==> src/rtl/control_unit_if.sv <==
// Program-memory and ALU bus between the sequencer (master) and its
// combinational memory/ALU (slave).
interface control_unit_if;
   logic [7:0] mem_addr;
   logic [7:0] mem_rdata;
   logic [2:0] alu_op;
   logic [7:0] alu_a;
   logic [7:0] alu_b;
   logic [7:0] alu_y;
   logic       alu_zf;

   modport master (
      output mem_addr, alu_op, alu_a, alu_b,
      input  mem_rdata, alu_y, alu_zf
   );

   modport slave (
      input  mem_addr, alu_op, alu_a, alu_b,
      output mem_rdata, alu_y, alu_zf
   );
endinterface

==> src/rtl/control_unit.sv <==
// Fetch/decode/execute sequencer for the 8-bit CPU: 4x8 register file,
// zero flag, immediates and branches fetched from program memory.
module control_unit #(
   parameter logic [7:0] PC_RESET = 8'h00
) (
   input  logic                  clk,
   input  logic                  rst_n,
   input  logic                  run,
   control_unit_if.master        bus,
   output logic [7:0]            out_data,
   output logic                  out_valid,
   output logic                  halted
);
   localparam int NREGS = 4;

   localparam logic [2:0] OP_ADD = 3'b000;
   localparam logic [2:0] OP_AND = 3'b001;
   localparam logic [2:0] OP_NOT = 3'b010;
   localparam logic [2:0] OP_LDI = 3'b011;
   localparam logic [2:0] OP_JZ  = 3'b100;
   localparam logic [2:0] OP_JMP = 3'b101;
   localparam logic [2:0] OP_OUT = 3'b110;
   localparam logic [2:0] OP_HLT = 3'b111;

   typedef enum logic [2:0] {
      S_IDLE, S_FETCH, S_EXEC, S_IMM, S_HALT
   } state_t;

   state_t      r_state;
   state_t      w_next;
   logic [7:0]  r_pc;
   logic [7:1]  r_ir;
   logic [7:0]  r_regs [NREGS];
   logic        r_z;
   logic [7:0]  r_out_data;
   logic        r_out_valid;

   logic [2:0]  w_op;
   logic [1:0]  w_rd;
   logic [1:0]  w_rs;
   logic        w_is_alu;
   logic [7:0]  w_pc_inc;

   assign w_op     = r_ir[7:5];
   assign w_rd     = r_ir[4:3];
   assign w_rs     = r_ir[2:1];
   assign w_pc_inc = r_pc + 8'd1;
   assign w_is_alu = (r_state == S_EXEC) &&
                     (w_op == OP_ADD || w_op == OP_AND ||
                      w_op == OP_NOT);

   assign bus.mem_addr = r_pc;
   assign out_data     = r_out_data;
   assign out_valid    = r_out_valid;
   assign halted       = (r_state == S_HALT);

   always_ff @(posedge clk or negedge rst_n) begin
      if (!rst_n) r_state <= S_IDLE;
      else        r_state <= w_next;
   end

   always_comb begin
      w_next     = r_state;
      bus.alu_op = 3'b000;
      bus.alu_a  = 8'h00;
      bus.alu_b  = 8'h00;
      if (w_is_alu) begin
         bus.alu_op = w_op;
         bus.alu_a  = r_regs[w_rd];
         bus.alu_b  = r_regs[w_rs];
      end
      unique case (r_state)
         S_IDLE:  if (run) w_next = S_FETCH;
         S_FETCH: w_next = S_EXEC;
         S_EXEC: begin
            unique case (w_op)
               OP_LDI, OP_JZ, OP_JMP: w_next = S_IMM;
               OP_HLT:                w_next = S_HALT;
               default:               w_next = S_FETCH;
            endcase
         end
         S_IMM:   w_next = S_FETCH;
         S_HALT:  w_next = S_HALT;
         default: w_next = S_IDLE;
      endcase
   end

   // Datapath writes are keyed on the current state, so an async reset
   // in any state discards the pending write.
   always_ff @(posedge clk or negedge rst_n) begin
      if (!rst_n) begin
         r_pc        <= PC_RESET;
         r_ir        <= '0;
         r_z         <= 1'b0;
         r_out_data  <= 8'h00;
         r_out_valid <= 1'b0;
         for (int i = 0; i < NREGS; i++) r_regs[i] <= 8'h00;
      end else begin
         r_out_valid <= 1'b0;
         unique case (r_state)
            S_FETCH: begin
               r_ir <= bus.mem_rdata[7:1];
               r_pc <= w_pc_inc;
            end
            S_EXEC: begin
               if (w_is_alu) begin
                  r_regs[w_rd] <= bus.alu_y;
                  r_z          <= bus.alu_zf;
               end
               if (w_op == OP_OUT) begin
                  r_out_data  <= r_regs[w_rd];
                  r_out_valid <= 1'b1;
               end
            end
            S_IMM: begin
               unique case (w_op)
                  OP_LDI: begin
                     r_regs[w_rd] <= bus.mem_rdata;
                     r_pc         <= w_pc_inc;
                  end
                  OP_JZ:   r_pc <= r_z ? bus.mem_rdata : w_pc_inc;
                  OP_JMP:  r_pc <= bus.mem_rdata;
                  default: ;
               endcase
            end
            default: ;
         endcase
      end
   end
endmodule

==> src/flat_wrapper.sv <==
// flat-port wrapper written by rule: the top's interface ports become plain ports
module control_unit_flat 
#(
   parameter logic [7:0] PC_RESET = 8'h00
)
  (clk, rst_n, run, out_data, out_valid, halted, bus_mem_addr, bus_alu_op, bus_alu_a, bus_alu_b, bus_mem_rdata, bus_alu_y, bus_alu_zf);
  control_unit_if bus_i ();
  input  logic clk;
  input  logic rst_n;
  input  logic run;
  output logic [7:0] out_data;
  output logic out_valid;
  output logic halted;
  output wire logic [$bits(bus_i.mem_addr)-1:0] bus_mem_addr;
  output wire logic [$bits(bus_i.alu_op)-1:0] bus_alu_op;
  output wire logic [$bits(bus_i.alu_a)-1:0] bus_alu_a;
  output wire logic [$bits(bus_i.alu_b)-1:0] bus_alu_b;
  input wire logic [$bits(bus_i.mem_rdata)-1:0] bus_mem_rdata;
  input wire logic [$bits(bus_i.alu_y)-1:0] bus_alu_y;
  input wire logic [$bits(bus_i.alu_zf)-1:0] bus_alu_zf;
  assign bus_mem_addr = bus_i.mem_addr;
  assign bus_alu_op = bus_i.alu_op;
  assign bus_alu_a = bus_i.alu_a;
  assign bus_alu_b = bus_i.alu_b;
  assign bus_i.mem_rdata = bus_mem_rdata;
  assign bus_i.alu_y = bus_alu_y;
  assign bus_i.alu_zf = bus_alu_zf;
  control_unit #(.PC_RESET(PC_RESET)) u_core (.clk(clk), .rst_n(rst_n), .run(run), .bus(bus_i), .out_data(out_data), .out_valid(out_valid), .halted(halted));
endmodule
==> config.mk <==
export PLATFORM = sky130hd
export DESIGN_NAME = control_unit_flat
export DESIGN_NICKNAME = d
export VERILOG_FILES = /design/src/rtl/control_unit_if.sv /design/src/rtl/control_unit.sv /design/src/flat_wrapper.sv
export SDC_FILE = /design/constraint.sdc
export NUM_CORES = 1
export LEC_CHECK = 0
export CAP_MARGIN = 20
export CORE_AREA = 5 5 75 91
export CTS_CLUSTER_DIAMETER = 30
export DETAILED_ROUTE_END_ITERATION = 8
export DIE_AREA = 0 0 80 96
export GPL_ROUTABILITY_DRIVEN = 0
export PLACE_DENSITY = 0.81
export REMOVE_ABC_BUFFERS = 1
export SLEW_MARGIN = 15
export SYNTH_ARGS = -nofsm -noshare
export SYNTH_HDL_FRONTEND = slang
export SYNTH_SLANG_ARGS = --single-unit
==> constraint.sdc <==
create_clock -name clk -period 2.7 [get_ports clk]
set_input_delay 0.27 -clock clk [delete_from_list [all_inputs] [get_ports clk]]
set_output_delay 0.27 -clock clk [all_outputs]
set_load 0.005 [all_outputs]
# == Yosys cells after proc, flatten, opt, wreduce, memory -nomap -nowiden ==
# Cells that the tools add are included.
# word_totals
out_inout_bits,37
ff_bits,60
wordCells,68
# op_classes
eq_ne,15
n_bitwise,2
n_mux,24
n_reduce_logical,13
n_lt_le_gt_ge,3
n_addsub,1
# op_table
cell,count
32-bit bitwise mux,2
32-bit 2-to-1 mux,2
8-bit 2-to-1 mux,8
32-bit case mux with 2 select lines,1
8-bit binary-select mux with 2-bit select,2
8-bit case mux with 3 select lines,1
8-bit demux with 2-bit select,1
8-bit case mux with 2 select lines,1
"3-bit equality test, second input constant",5
3-bit case mux with 5 select lines,1
"3-bit by 2-bit equality test with 1-bit output, second input constant",4
"8-bit by 1-bit adder with 8-bit output, second input constant",1
"3-bit by 1-bit equality test with 1-bit output, second input constant",2
"3-bit >= comparator, second input constant",2
3-bit zero test,2
3-bit 2-to-1 mux,2
2-bit inverter with 3-bit output,2
3-bit case mux with 2 select lines,1
2-bit AND reduction,3
"2-bit by 1-bit != test with 1-bit output, second input constant",2
"4-bit by 1-bit != test with 1-bit output, second input constant",1
2-bit nonzero test,2
"3-bit by 1-bit less-than comparator with 1-bit output, second input constant",1
3-bit AND reduction,1
5 further kinds,8

# == Depth between registers and ports, before layout ==
# Gate-level depths: netlist of run 1.
# logic_depth
word_depth,8
depth_mapped,6

# == Worst setup path after synthesis of run 1 ==
# No wires, ideal clock.
# synth_timing
path_type,flip-flop to flip-flop
start,reg u_core.r_ir[6] (netlist bit)
end,reg u_core.r_regs[24] (netlist bit)
path_slack_ps,975
n_path_buf,2
setup_time_ps,125
t_arrival_ps,1600
stages_incl_launch_ff,7
cell_sequence,dfrtp_1 buf_2 a21oi_2 nand2b_2 and4bb_1 buf_4 mux2_2
# synth_via
elab_chain_cells,6
# synth_rtl
element,line,rtl
from (decl),control_unit.sv:32,logic [7:1] r_ir;
from (signal assigned),control_unit.sv:102,r_ir <= bus.mem_rdata[7:1];
3-bit by 1-bit equality test with 1-bit output or 3-bit zero test (tied branches),control_unit.sv:49,(w_op == OP_ADD || w_op == OP_AND ||
1-bit logical OR (2 in a row),control_unit.sv:49,
1-bit logical AND,control_unit.sv:48,assign w_is_alu = (r_state == S_EXEC) &&
2-bit by 1-bit != test with 1-bit output (no line),n/a,
3-bit AND reduction (no line) *,n/a,
"to (signal, indexed assignment)",control_unit.sv:107,r_regs[w_rd] <= bus.alu_y;
"to (signal, indexed assignment)",control_unit.sv:118,r_regs[w_rd] <= bus.mem_rdata;
to (decl),control_unit.sv:33,logic [7:0] r_regs [NREGS];
# Mark *: on every way between the ends. The rest lies on a longest branch, timed or not.
# A chain may end at the register's enable or synchronous reset.

# == Worst setup path after layout of run 1 ==
# layout_timing
start,reg u_core.r_ir[1] (netlist bit)
end,out bus_alu_b[4]
# layout_via
elab_chain_cells,5
# layout_rtl
element,line,rtl
2-bit inverter with 3-bit output (implied by the code),control_unit.sv:70,bus.alu_b = r_regs[w_rs];
8-bit binary-select mux with 2-bit select,control_unit.sv:70,
8-bit 2-to-1 mux (implied by the code) (2 in a row),control_unit.sv:70,
8-bit 2-to-1 mux,control_unit.sv:67,if (w_is_alu) begin
to (decl),flat_wrapper.sv:17,output wire logic [$bits(bus_i.alu_b)-1:0] bus_alu_b;
# Every way passes these cells. The select of a mux whose other input is x is not followed.

==> summary.txt, run 1 <==
Route
  • DRT Wirelength: 7544 um
  • DRT antenna net count: 0
  • WL/cell: 19.65 um
  • Initial DRC Count: 198
  • Routed vias/inst: 5.943
  • Via count: 2,282
  • Pre-antenna DRT Iters: 4
  • DRC viols: 0

Worst setup path
  • Crit Reg-Reg Startpoint: u_core.r_state[1]$_DFFE_PN0P_
  • Critical Path End: bus_alu_b[4]
  • Flop2flop setup slack: 0.49 ns
  • Critical Path RT: 2.43 ns
  • Reg2Reg Depth: 5
  • Kind of critical path: reg2out
  • Critical Path Start: u_core.r_ir[1]$_DFFE_PN0P_
  • CP Max Fanout: 9
  • Crit end category: primary output
  • Arrival time at the worst endpoint: 2.25 ns
  • Critical Path Source Type: flop
  • RR Endpoint: u_core.r_regs[30]$_DFFE_PN0P_

Place
  • Dpl ws: 0.3669 ns
  • Placed cell count: 369
  • HPWL after DPL: 5187 um
  • PortBufs: 55

Yosys
  • Yosys top cell area share: 46.51%
  • Cells after Synth: 242
  • Ys Warns: 0
  • Distinct cell type count after synthesis: 48
  • Synthesis-stage register bit count: 60
  • Yosys top cell by area: dfrtp_1
  • Avg Inst Size Synth: 13.34 um^2
  • Register area share after synthesis: 46.51%
  • EDFF count, synth: 0
  • Top FF cell, synth: dfrtp_1
  • Synth area leaders: dfrtp_1, mux2_2, mux4_2
  • Synth Cell Area: 3228 um^2
  • Synth async-reset ratio: 100.0%

Clock network
  • Clk sinks: 60
  • CTS tree: yes
  • Root Buffer: clkbuf_8
  • Num CTS Buffers: 9
  • CTS clk-pin slew, worst paths: 0.07 ns
  • CTS H-tree depth: 3
  • Post-CTS Hold Fix Bufs: 0
  • Clk_lat worst skew: 0.34 ns
  • Clk buf depth: 2

STA
  • Hold violation total from the final report: 0
  • Hold WS: 0.07747 ns
  • F_max: 396.3 MHz
  • Final-report max-slew violation count: 0
  • Final setup vio count: 0
  • RSZ-0062 raised after global routing: false
  • Clk_skew: 0.008899 ns
  • Slew HR: 49.87%
  • Final min period: 2.523 ns
  • Least-Margin Pin Slew: 0.7520 ns
  • Setup ws final: 0.1766 ns
  • Final setup TNS: 0 ns
  • Final worst path period share: 93.46%

Finish
  • Layout net count: 319
  • Final cell count without fillers: 384
  • Register area: 1503 um^2
  • Fillers: 446
  • Area grow syn2layout: 24.61%
  • ANT cells: 0
  • Share of post-route cells with drive strength above 1: 30.79%
  • Area of the multi-input gates: 1613 um^2

GRT
  • Gr ovfl total: 0
  • Total GRT Usage: 21.53%
  • Initial antenna violation count: 0
  • Global-route wire length before repair: 12,410 um
  • Vias in the first global route: 2,338
  • Largest net degree at the start of global routing: 61

Die
  • Die Wd: 80 um
  • Io pins: 57
  • Core footprint: 5896 um^2
  • DIE AREA: 7680 um^2
  • Die Y: 96 um
  • Initial Util: 54.75%
  • # rows: 31

Run status
  • Status: complete, no violations

Pwr
  • Pleak: 0.001731 uW
  • Pwr dens: 1179 nW/um^2
  • Max VDD drop: 0.0005808 V

Flow run
  • Max-Cap Viols: 0

Worst hold path
  • Min-Delay Path Class: in2async
-- cell type report --
class                      instances  area share, %
inverter                           7         0.6532
clock inverter                     1         0.7465
timing repair buffer              59          14.31
multi-input combinational        161          40.09
clock buffer                      14          4.292
sequential                        60          37.36
tap                               82          2.551
-- metrics by stage --
step	util, %	cell area, um^2	total power (uW)
detailed placement	64.77	3819	3916
global route	68.23	4023	5047
global placement	64.77	3819	3823
CTS	68.21	4021	4757
finish	68.23	4023	4742
floorplan	-	3141	3097
-- worst max-delay path, cell delays in order (launching register included) --
cell and delay [ns]:
dfrtp_1 0.70, mux4_2 0.57, and3_1 0.19, clkdlybuf4s50_1 0.46
-- worst min-delay path by stage --
stage          start                                 end  slack [ns]
3_3_place_gp   rst_n       u_core.r_state[1]$_DFFE_PN0P_        0.47
3_5_place_dp   rst_n       u_core.r_state[2]$_DFFE_PN0P_        0.47
2_1_floorplan  rst_n  u_core.bus.mem_addr[0]$_DFFE_PN0P_       -0.03
6_report       rst_n  u_core.bus.mem_addr[6]$_DFFE_PN0P_        0.08
5_1_grt        rst_n  u_core.bus.mem_addr[6]$_DFFE_PN0P_        0.15
4_1_cts        rst_n       u_core.r_state[2]$_DFFE_PN0P_        0.12
-- report_power, final --
group	total, uW	leakage (uW)	internal [uW]	switching (uW)
combinational	2050	0.000903	1270	775
clock	836	0.000103	498	338
sequential	1860	0.000726	1320	533
-- cell usage after synthesis, types with 2 or more instances --
cell type	count
a31oi_1	3
buf_1	2
mux2_2	48
nand3b_1	2
nand2b_2	2
nand4_1	2
inv_1	7
dfrtp_1	60
nor2_1	6
and3_1	19
clkbuf_1	2
a21oi_1	2
mux2i_1	2
buf_6	2
nand2_1	7
o21ai_0	4
nand3_1	7
buf_4	4
mux4_2	16
nand2b_1	2
o22ai_1	3
buf_2	4
a22oi_1	4
mux2_1	7
nor3_1	2
-- sequential cells by signal, indices dropped and copies added (netlist names) --
register	count
u_core.r_z	1
u_core.r_ir	7
u_core.bus.mem_addr	8
u_core.r_state	3
u_core.out_data	8
u_core.out_valid	1
u_core.r_regs	32
-- cell families after synthesis --
kind of cell | after synthesis | share of synthesized area (%)
and+or+nand+nor | 59 | 11.51
other | 1 | 0.1162
adders and majority gates | 1 | 0.3875
DFF | 60 | 46.51
AOI/OAI and AO/OA | 27 | 6.977
muxes | 73 | 30.97
buffers and inverters | 21 | 3.527
-- routing by layer --
metal	global-route usage, %	vias to the layer above	part of all wire, %
met4	7.887	0	1.6
met2	36.05	57	53
li1	-	1028	-
met3	3.745	12	3.8
met5	0	-	0
met1	28.15	1185	42
-- cells in the final DEF, fill, tap and decap left out, drive strengths merged, types with 4 or more instances in the layout --
master         synthesis  routed
clkdlybuf4s50          0      54
o21ai                  4       4
mux2                  55      55
inv                    7       7
a22oi                  4       4
mux4                  16      16
buf                   12       5
and3                  19      19
nand2                  7       7
clkbuf                 2      14
nand3                  7       7
nand2b                 4       4
o22ai                  4       4
dfrtp                 60      60
nor2                   6       6
-- repair_timing --
action,4_1_cts,5_1_grt
setup endpoints to repair,0,8
buffers inserted,0,0
gates resized for setup,0,1
Power figures use the tool's default switching activity.
==> inputs of run 2 (changes only) <==
--- a/config.mk
+++ b/config.mk
@@ -6,14 +6,13 @@
 export NUM_CORES = 1
 export LEC_CHECK = 0
 export CAP_MARGIN = 20
-export CORE_AREA = 5 5 75 91
+export CORE_AREA = 5 5 89 107
 export CTS_CLUSTER_DIAMETER = 30
 export DETAILED_ROUTE_END_ITERATION = 8
-export DIE_AREA = 0 0 80 96
+export DIE_AREA = 0 0 94 112
 export GPL_ROUTABILITY_DRIVEN = 0
-export PLACE_DENSITY = 0.81
+export PLACE_DENSITY = 0.59
 export REMOVE_ABC_BUFFERS = 1
-export SLEW_MARGIN = 15
 export SYNTH_ARGS = -nofsm -noshare
 export SYNTH_HDL_FRONTEND = slang
 export SYNTH_SLANG_ARGS = --single-unit
==> run 2 against run 1 <==
  * The flow now finishes with violations (negative hold slack)
  * Power down 0.15%
  * Largest power group unchanged
  * Clock-buffer cell count down 2
  * Routed wire length up 5.8%
  * Clock skew down 0.0012 ns
==> summary.txt, run 2 (synthesis gave the netlist of run 1 again) <==
Finish
  • Most common cell after layout, fill and taps aside: dfrtp_1
  • Fillers: 773 (+73%)
  • Final Cell Area: 4075 um^2 (+1.3%)
  • ANT cells: 0 (unchanged)
  • Area grow syn2layout: 26.24%
  • Share of post-route cells with drive strength above 1: 31.91% (+1.1 points)
  • Layout net count: 320 (+0.31%)
  • Max FFs per register: 32 (unchanged)
  • Largest Register: u_core.r_regs
  • Highest-count cells in the layout ignoring fill and taps: dfrtp_1, clkdlybuf4s50_1, mux2_2, and3_1, mux4_2

Run status
  • Status: complete, but fails checks
  • Failing checks: negative hold slack

STA
  • Setup ws final: 0.2313 ns (+0.05478 ns)
  • F_max: 405.1 MHz (+2.2%)
  • Slew HR: 51.64% (+1.8 points)
  • Final worst path period share: 91.43% (-2.0 points)
  • Hold violation total from the final report: 30 (+30)
  • Hold WS: -0.01555 ns (-0.09302 ns)
  • RSZ-0062 raised after global routing: false
  • Clk_skew: 0.007737 ns (-0.001162 ns)
  • Final min period: 2.469 ns (-0.05478 ns)
  • Least-Margin Pin Slew: 0.7255 ns (-0.02651 ns)
  • Final setup vio count: 0 (unchanged)
  • Final setup TNS: 0 ns (unchanged)
  • Final-report max-slew violation count: 0 (unchanged)

Worst setup path
  • Reg2Reg Depth: 5 (unchanged)
  • Arrival time at the worst endpoint: 2.20 ns (-0.05 ns)
  • Kind of critical path: reg2out
  • Crit end category: primary output
  • Critical Path RT: 2.43 ns (about the same)
  • Crit Reg-Reg Startpoint: u_core.r_state[1]$_DFFE_PN0P_
  • Critical Path Source Type: flop
  • Critical Path Start: u_core.r_ir[3]$_DFFE_PN0P_
  • CP Max Fanout: 13 (+4)

Pwr
  • Pleak: 0.001735 uW (+0.20%)
  • Max VDD drop: 0.0004540 V (-22%)
  • Pwr dens: 1162 nW/um^2 (-1.4%)

Route
  • DRT antenna net count: 0 (unchanged)
  • DRC viols: 0 (unchanged)
  • Via count: 2,239 (-1.9%)
  • Routed vias/inst: 5.318 (-11%)
  • Initial DRC Count: 91 (-54%)
  • DRT Wirelength: 7981 um (+5.8%)
  • WL/cell: 18.96 um (-3.5%)
  • Pre-antenna DRT Iters: 4 (unchanged)

Place
  • HPWL after DPL: 5566 um (+7.3%)
  • Dpl ws: 0.3380 ns (-0.02891 ns)
  • PortBufs: 55 (unchanged)
  • Area of placed instances: 3870 um^2 (+1.3%)

Die
  • DIE AREA: 10,530 um^2 (+37%)
  • # rows: 37 (+19%)
  • Die Y: 112 um (+17%)
  • Initial Util: 38.31% (-16 points)
  • Io pins: 57 (unchanged)
  • Core footprint: 8426 um^2 (+43%)
  • Die Wd: 94 um (+18%)

GRT
  • Gr ovfl total: 0 (unchanged)
  • Largest net degree at the start of global routing: 33 (-46%)
  • Total GRT Usage: 16.12% (-5.4 points)
  • Vias in the first global route: 2,359 (+0.90%)
  • Initial antenna violation count: 0 (unchanged)
  • Global-route wire length before repair: 12,750 um (+2.8%)

Worst hold path
  • Min-Delay Path Class: in2async

Clock network
  • Clk sinks: 60 (unchanged)
  • Num CTS Buffers: 9 (unchanged)
  • CTS clk-pin slew, worst paths: 0.07 ns (about the same)
  • Clk_lat worst skew: 0.34 ns (about the same)
  • Post-CTS Hold Fix Bufs: 0 (unchanged)
  • Clk buf depth: 2 (unchanged)
  • Root Buffer: clkbuf_8
  • CTS tree: yes
  • CTS H-tree depth: 3 (unchanged)

Flow run
  • Max-Cap Viols: 0 (unchanged)
==> run 2: per-stage QoR <==
stage          power (uW)  util (%)  hold WS (ns)  std cells
2_1_floorplan        3097         -      -0.02559        228
3_3_place_gp         3893     45.93        0.3697        405
3_5_place_dp         3934     45.93        0.3724        405
4_1_cts              4779     48.35      0.003994        421
5_1_grt              5064     48.37       0.04413        421
6_report             4735     48.37      -0.01555        421
==> run 2: path summary, 6_finish.rpt <==
| check | endpoint | slack, ns |
|---|---|---|
| setup / recovery | bus_alu_a[4] | 0.23 |
| max in group asynchronous | u_core.bus.mem_addr[7]$_DFFE_PN0P_ | 2.01 |
| setup reg to reg | u_core.r_regs[2]$_DFFE_PN0P_ | 0.52 |
| hold reg to reg | u_core.out_data[1]$_DFFE_PN0P_ | 0.51 |
| min in group clk | u_core.out_data[1]$_DFFE_PN0P_ | 0.51 |
| hold / removal | u_core.r_ir[4]$_DFFE_PN0P_ | -0.02 |
==> run 2: where the power goes <==
part / switching [uW] / internal [uW]
clock: 359 / 474
sequential: 527 / 1330
combinational: 774 / 1280
total: 1660 / 3080
==> run 2: routing by layer <==
layer / GRT usage (%) / share of wire (%) / vias to the layer above
met5: 0 / 0 / -
li1: - / - / 1032
met3: 4.662 / 4.6 / 17
met1: 21.35 / 44 / 1132
met4: 5.877 / 2.3 / 0
met2: 25.01 / 49 / 58
==> run 2: final cells by class <==
type                    count  area [um^2]  area share (%)
multi-input cells         161         1613           39.58
flip-flops and latches     60         1504           36.91
repair buffers             60        583.1           14.31
clock buffers              12        155.1           3.807
well taps                 117        146.4           3.592
clock inverters             4        47.55           1.167
inverters                   7        26.28          0.6448
==> run 2: critical path, stage by stage (launching register included) <==
cell             delay, ns
dfrtp_2               0.63
mux4_2                0.58
and3_1                0.19
clkdlybuf4s50_1       0.45
==> run 2: timing repair <==
item,4_1_cts,5_1_grt
pin swaps,0,0
endpoints found under the setup margin,8,2
gates resized for setup,1,1
buffers inserted,0,0
==> inputs of run 3 (changes only) <==
--- a/config.mk
+++ b/config.mk
@@ -6,10 +6,10 @@
 export NUM_CORES = 1
 export LEC_CHECK = 0
 export CAP_MARGIN = 20
-export CORE_AREA = 5 5 89 107
+export CORE_AREA = 2 2 86 104
 export CTS_CLUSTER_DIAMETER = 30
 export DETAILED_ROUTE_END_ITERATION = 8
-export DIE_AREA = 0 0 94 112
+export DIE_AREA = 0 0 88 106
 export GPL_ROUTABILITY_DRIVEN = 0
 export PLACE_DENSITY = 0.59
 export REMOVE_ABC_BUFFERS = 1
==> run 3 against run 2 <==
  * The run now ends clean
  * First-iteration DRC count rose by 58%
  * Via count rose by 0.49%
  * Clock-buffer cell count fell by 1
  * Highest routed layer unchanged
==> summary.txt, run 3 (synthesis gave the netlist of run 1 again) <==
GRT
  • Total GRT Usage: 18.04% (+1.9 points)
  • Met3 usage: 2.717% (-1.9 points)
  • Gr ovfl total: 0 (unchanged)
  • Met1 Track Usage GR: 25.34% (+4.0 points)
  • GR peak layer: met2
  • Global-route wire length before repair: 12,570 um (-1.4%)
  • Largest net degree at the start of global routing: 36 (+9.1%)
  • GRT met2 Usage: 27.92% (+2.9 points)
  • Initial antenna violation count: 0 (unchanged)
  • Vias in the first global route: 2,298 (-2.6%)

Finish
  • Layout net count: 321 (+0.31%)
  • Most common cell after layout, fill and taps aside: dfrtp_1
  • ANT cells: 0 (unchanged)
  • Max FFs per register: 32 (unchanged)
  • Fin util: 49.28% (+0.91 points)
  • Area grow syn2layout: 27.91%
  • Share of post-route cells with drive strength above 1: 31.80% (-0.10 points)
  • Fillers: 761 (-1.6%)
  • Highest-count cells in the layout ignoring fill and taps: dfrtp_1, clkdlybuf4s50_1, mux2_2, and3_1, mux4_2
  • Largest Register: u_core.r_regs

Worst setup path
  • CP Max Fanout: 9 (-4)
  • Crit Reg-Reg Startpoint: u_core.r_state[1]$_DFFE_PN0P_
  • Worst path max stage delay: 0.72 ns (+0.09 ns)
  • CP max-delay cell: dfrtp_1
  • Critical Path RT: 2.43 ns (about the same)
  • Flop2flop setup slack: 0.57 ns (+0.05 ns)
  • Critical Path Source Type: flop
  • Reg2Reg Depth: 5 (unchanged)
  • Crit end category: primary output
  • Worst path top cell family by delay: flip-flops
  • RR Endpoint: u_core.r_regs[27]$_DFFE_PN0P_
  • Kind of critical path: reg2out
  • Worst-path cell chain: mux4_2, and3_1, clkdlybuf4s50_1
  • Critical path buffers and inverters: 1 (unchanged)
  • Arrival time at the worst endpoint: 2.29 ns (+0.09 ns)

STA
  • Final setup TNS: 0 ns (unchanged)
  • Final min period: 2.556 ns (+0.08717 ns)
  • Clk_skew: 0.01131 ns (+0.003571 ns)
  • F_max: 391.3 MHz (-3.4%)
  • Setup ws final: 0.1442 ns (-0.08717 ns)
  • Hold violation total from the final report: 0 (-100%)
  • Final worst path period share: 94.66% (+3.2 points)
  • Final-report max-slew violation count: 0 (unchanged)
  • Least-Margin Pin Slew: 0.6801 ns (-0.04539 ns)
  • Slew HR: 54.66% (+3.0 points)
  • RSZ-0062 raised after global routing: false
  • Final setup vio count: 0 (unchanged)

Clock network
  • CTS tree: yes
  • Num CTS Buffers: 9 (unchanged)
  • CTS H-tree depth: 3 (unchanged)
  • Clk buf depth: 2 (unchanged)
  • Root Buffer: clkbuf_8
  • CTS clk-pin slew, worst paths: 0.07 ns (about the same)
  • Clk sinks: 60 (unchanged)
  • Clk_lat worst skew: 0.34 ns (about the same)

Die
  • Io pins: 57 (unchanged)
  • Die Y: 106 um (-5.4%)
  • Initial Util: 38.52% (+0.21 points)
  • DIE AREA: 9328 um^2 (-11%)
  • Die Wd: 88 um (-6.4%)
  • Core footprint: 8379 um^2 (-0.55%)
  • # rows: 37 (unchanged)

Worst hold path
  • Min-Delay Path Class: in2async

Route
  • Initial DRC Count: 144 (+58%)
  • DRT antenna net count: 0 (unchanged)
  • Pre-antenna DRT Iters: 6 (+2)
  • WL/cell: 18.18 um (-4.1%)
  • Routed vias/inst: 5.332 (+0.25%)
  • DRT Wirelength: 7674 um (-3.8%)
  • Via count: 2,250 (+0.49%)
  • DRC viols: 0 (unchanged)

Place
  • HPWL after DPL: 5333 um (-4.2%)
  • PortBufs: 55 (unchanged)
  • Dpl ws: 0.3682 ns (+0.03024 ns)

Pwr
  • Max VDD drop: 0.0005167 V (+14%)
  • Pwr dens: 1174 nW/um^2 (+1.0%)
  • Pleak: 0.001755 uW (+1.1%)

Run status
  • Status: complete, no violations

Flow run
  • Max-Cap Viols: 0 (unchanged)
-- run 3: cell count changes in the layout (fill, tap and decap cells not counted), sizes merged --
cell,delta
dlygate4sd3,+1
clkinv,-1
clkbuf,-1
clkinvlp,+1
bufinv,+1
-- run 3: final cells by class --
class	instances	area [um^2]	share of cell area, %
Sequential cell	60	1503	36.39
Clock buffer	11	151.4	3.667
Timing Repair Buffer	61	605.6	14.67
Multi-Input combinational cell	161	1613	39.06
Tap cell	117	146.4	3.545
Clock inverter	5	83.83	2.030
Inverter	7	26.28	0.6364
-- run 3: power by group --
group / internal (uW) / switching [uW]
logic: 1280 / 774
clock network: 572 / 380
registers: 1320 / 518
-- run 3: worst max path at each step --
stage / from / end / slack (ns) / cells after the start
finish: u_core.r_ir[1]$_DFFE_PN0P_ / bus_alu_b[0] / 0.14 / 3
global route: u_core.r_ir[1]$_DFFE_PN0P_ / bus_alu_b[3] / 0.02 / 3
CTS: u_core.r_ir[1]$_DFFE_PN0P_ / bus_alu_b[0] / 0.08 / 3
detailed placement: u_core.r_ir[3]$_DFFE_PN0P_ / bus_alu_a[0] / 0.37 / 3
global placement: u_core.r_ir[3]$_DFFE_PN0P_ / bus_alu_a[0] / 0.36 / 3
floorplan: u_core.r_state[2]$_DFFE_PN0P_ / u_core.bus.mem_addr[6]$_DFFE_PN0P_ / 0.74 / 4
-- run 3: metal layers --
metal	vias up	routed length [um]	part of all wire, %
met4	0	131	1.7
li1	1037	-	-
met3	9	228	3.0
met2	41	3798	49
met1	1163	3516	46
met5	-	0	0
-- run 3: per-stage QoR --
stage | instances | cell area, um^2 | power, uW | hold slack, ns
global placement | 405 | 3882 | 3888 | 0.3304
finish | 422 | 4129 | 4846 | 0.5003
detailed placement | 405 | 3882 | 3935 | 0.3354
CTS | 422 | 4129 | 4890 | 0.5036
global route | 422 | 4129 | 5169 | 0.5332
floorplan | 228 | 3141 | 3097 | -0.02559
-- run 3: repair_timing --
| action | 4_1_cts | 5_1_grt |
|---|---|---|
| setup endpoints to repair | 1 | 0 |
| gates resized for setup | 1 | 0 |
| buffers inserted | 0 | 0 |
| hold buffers | 1 | 0 |
| endpoints found under the hold margin | 25 | 0 |
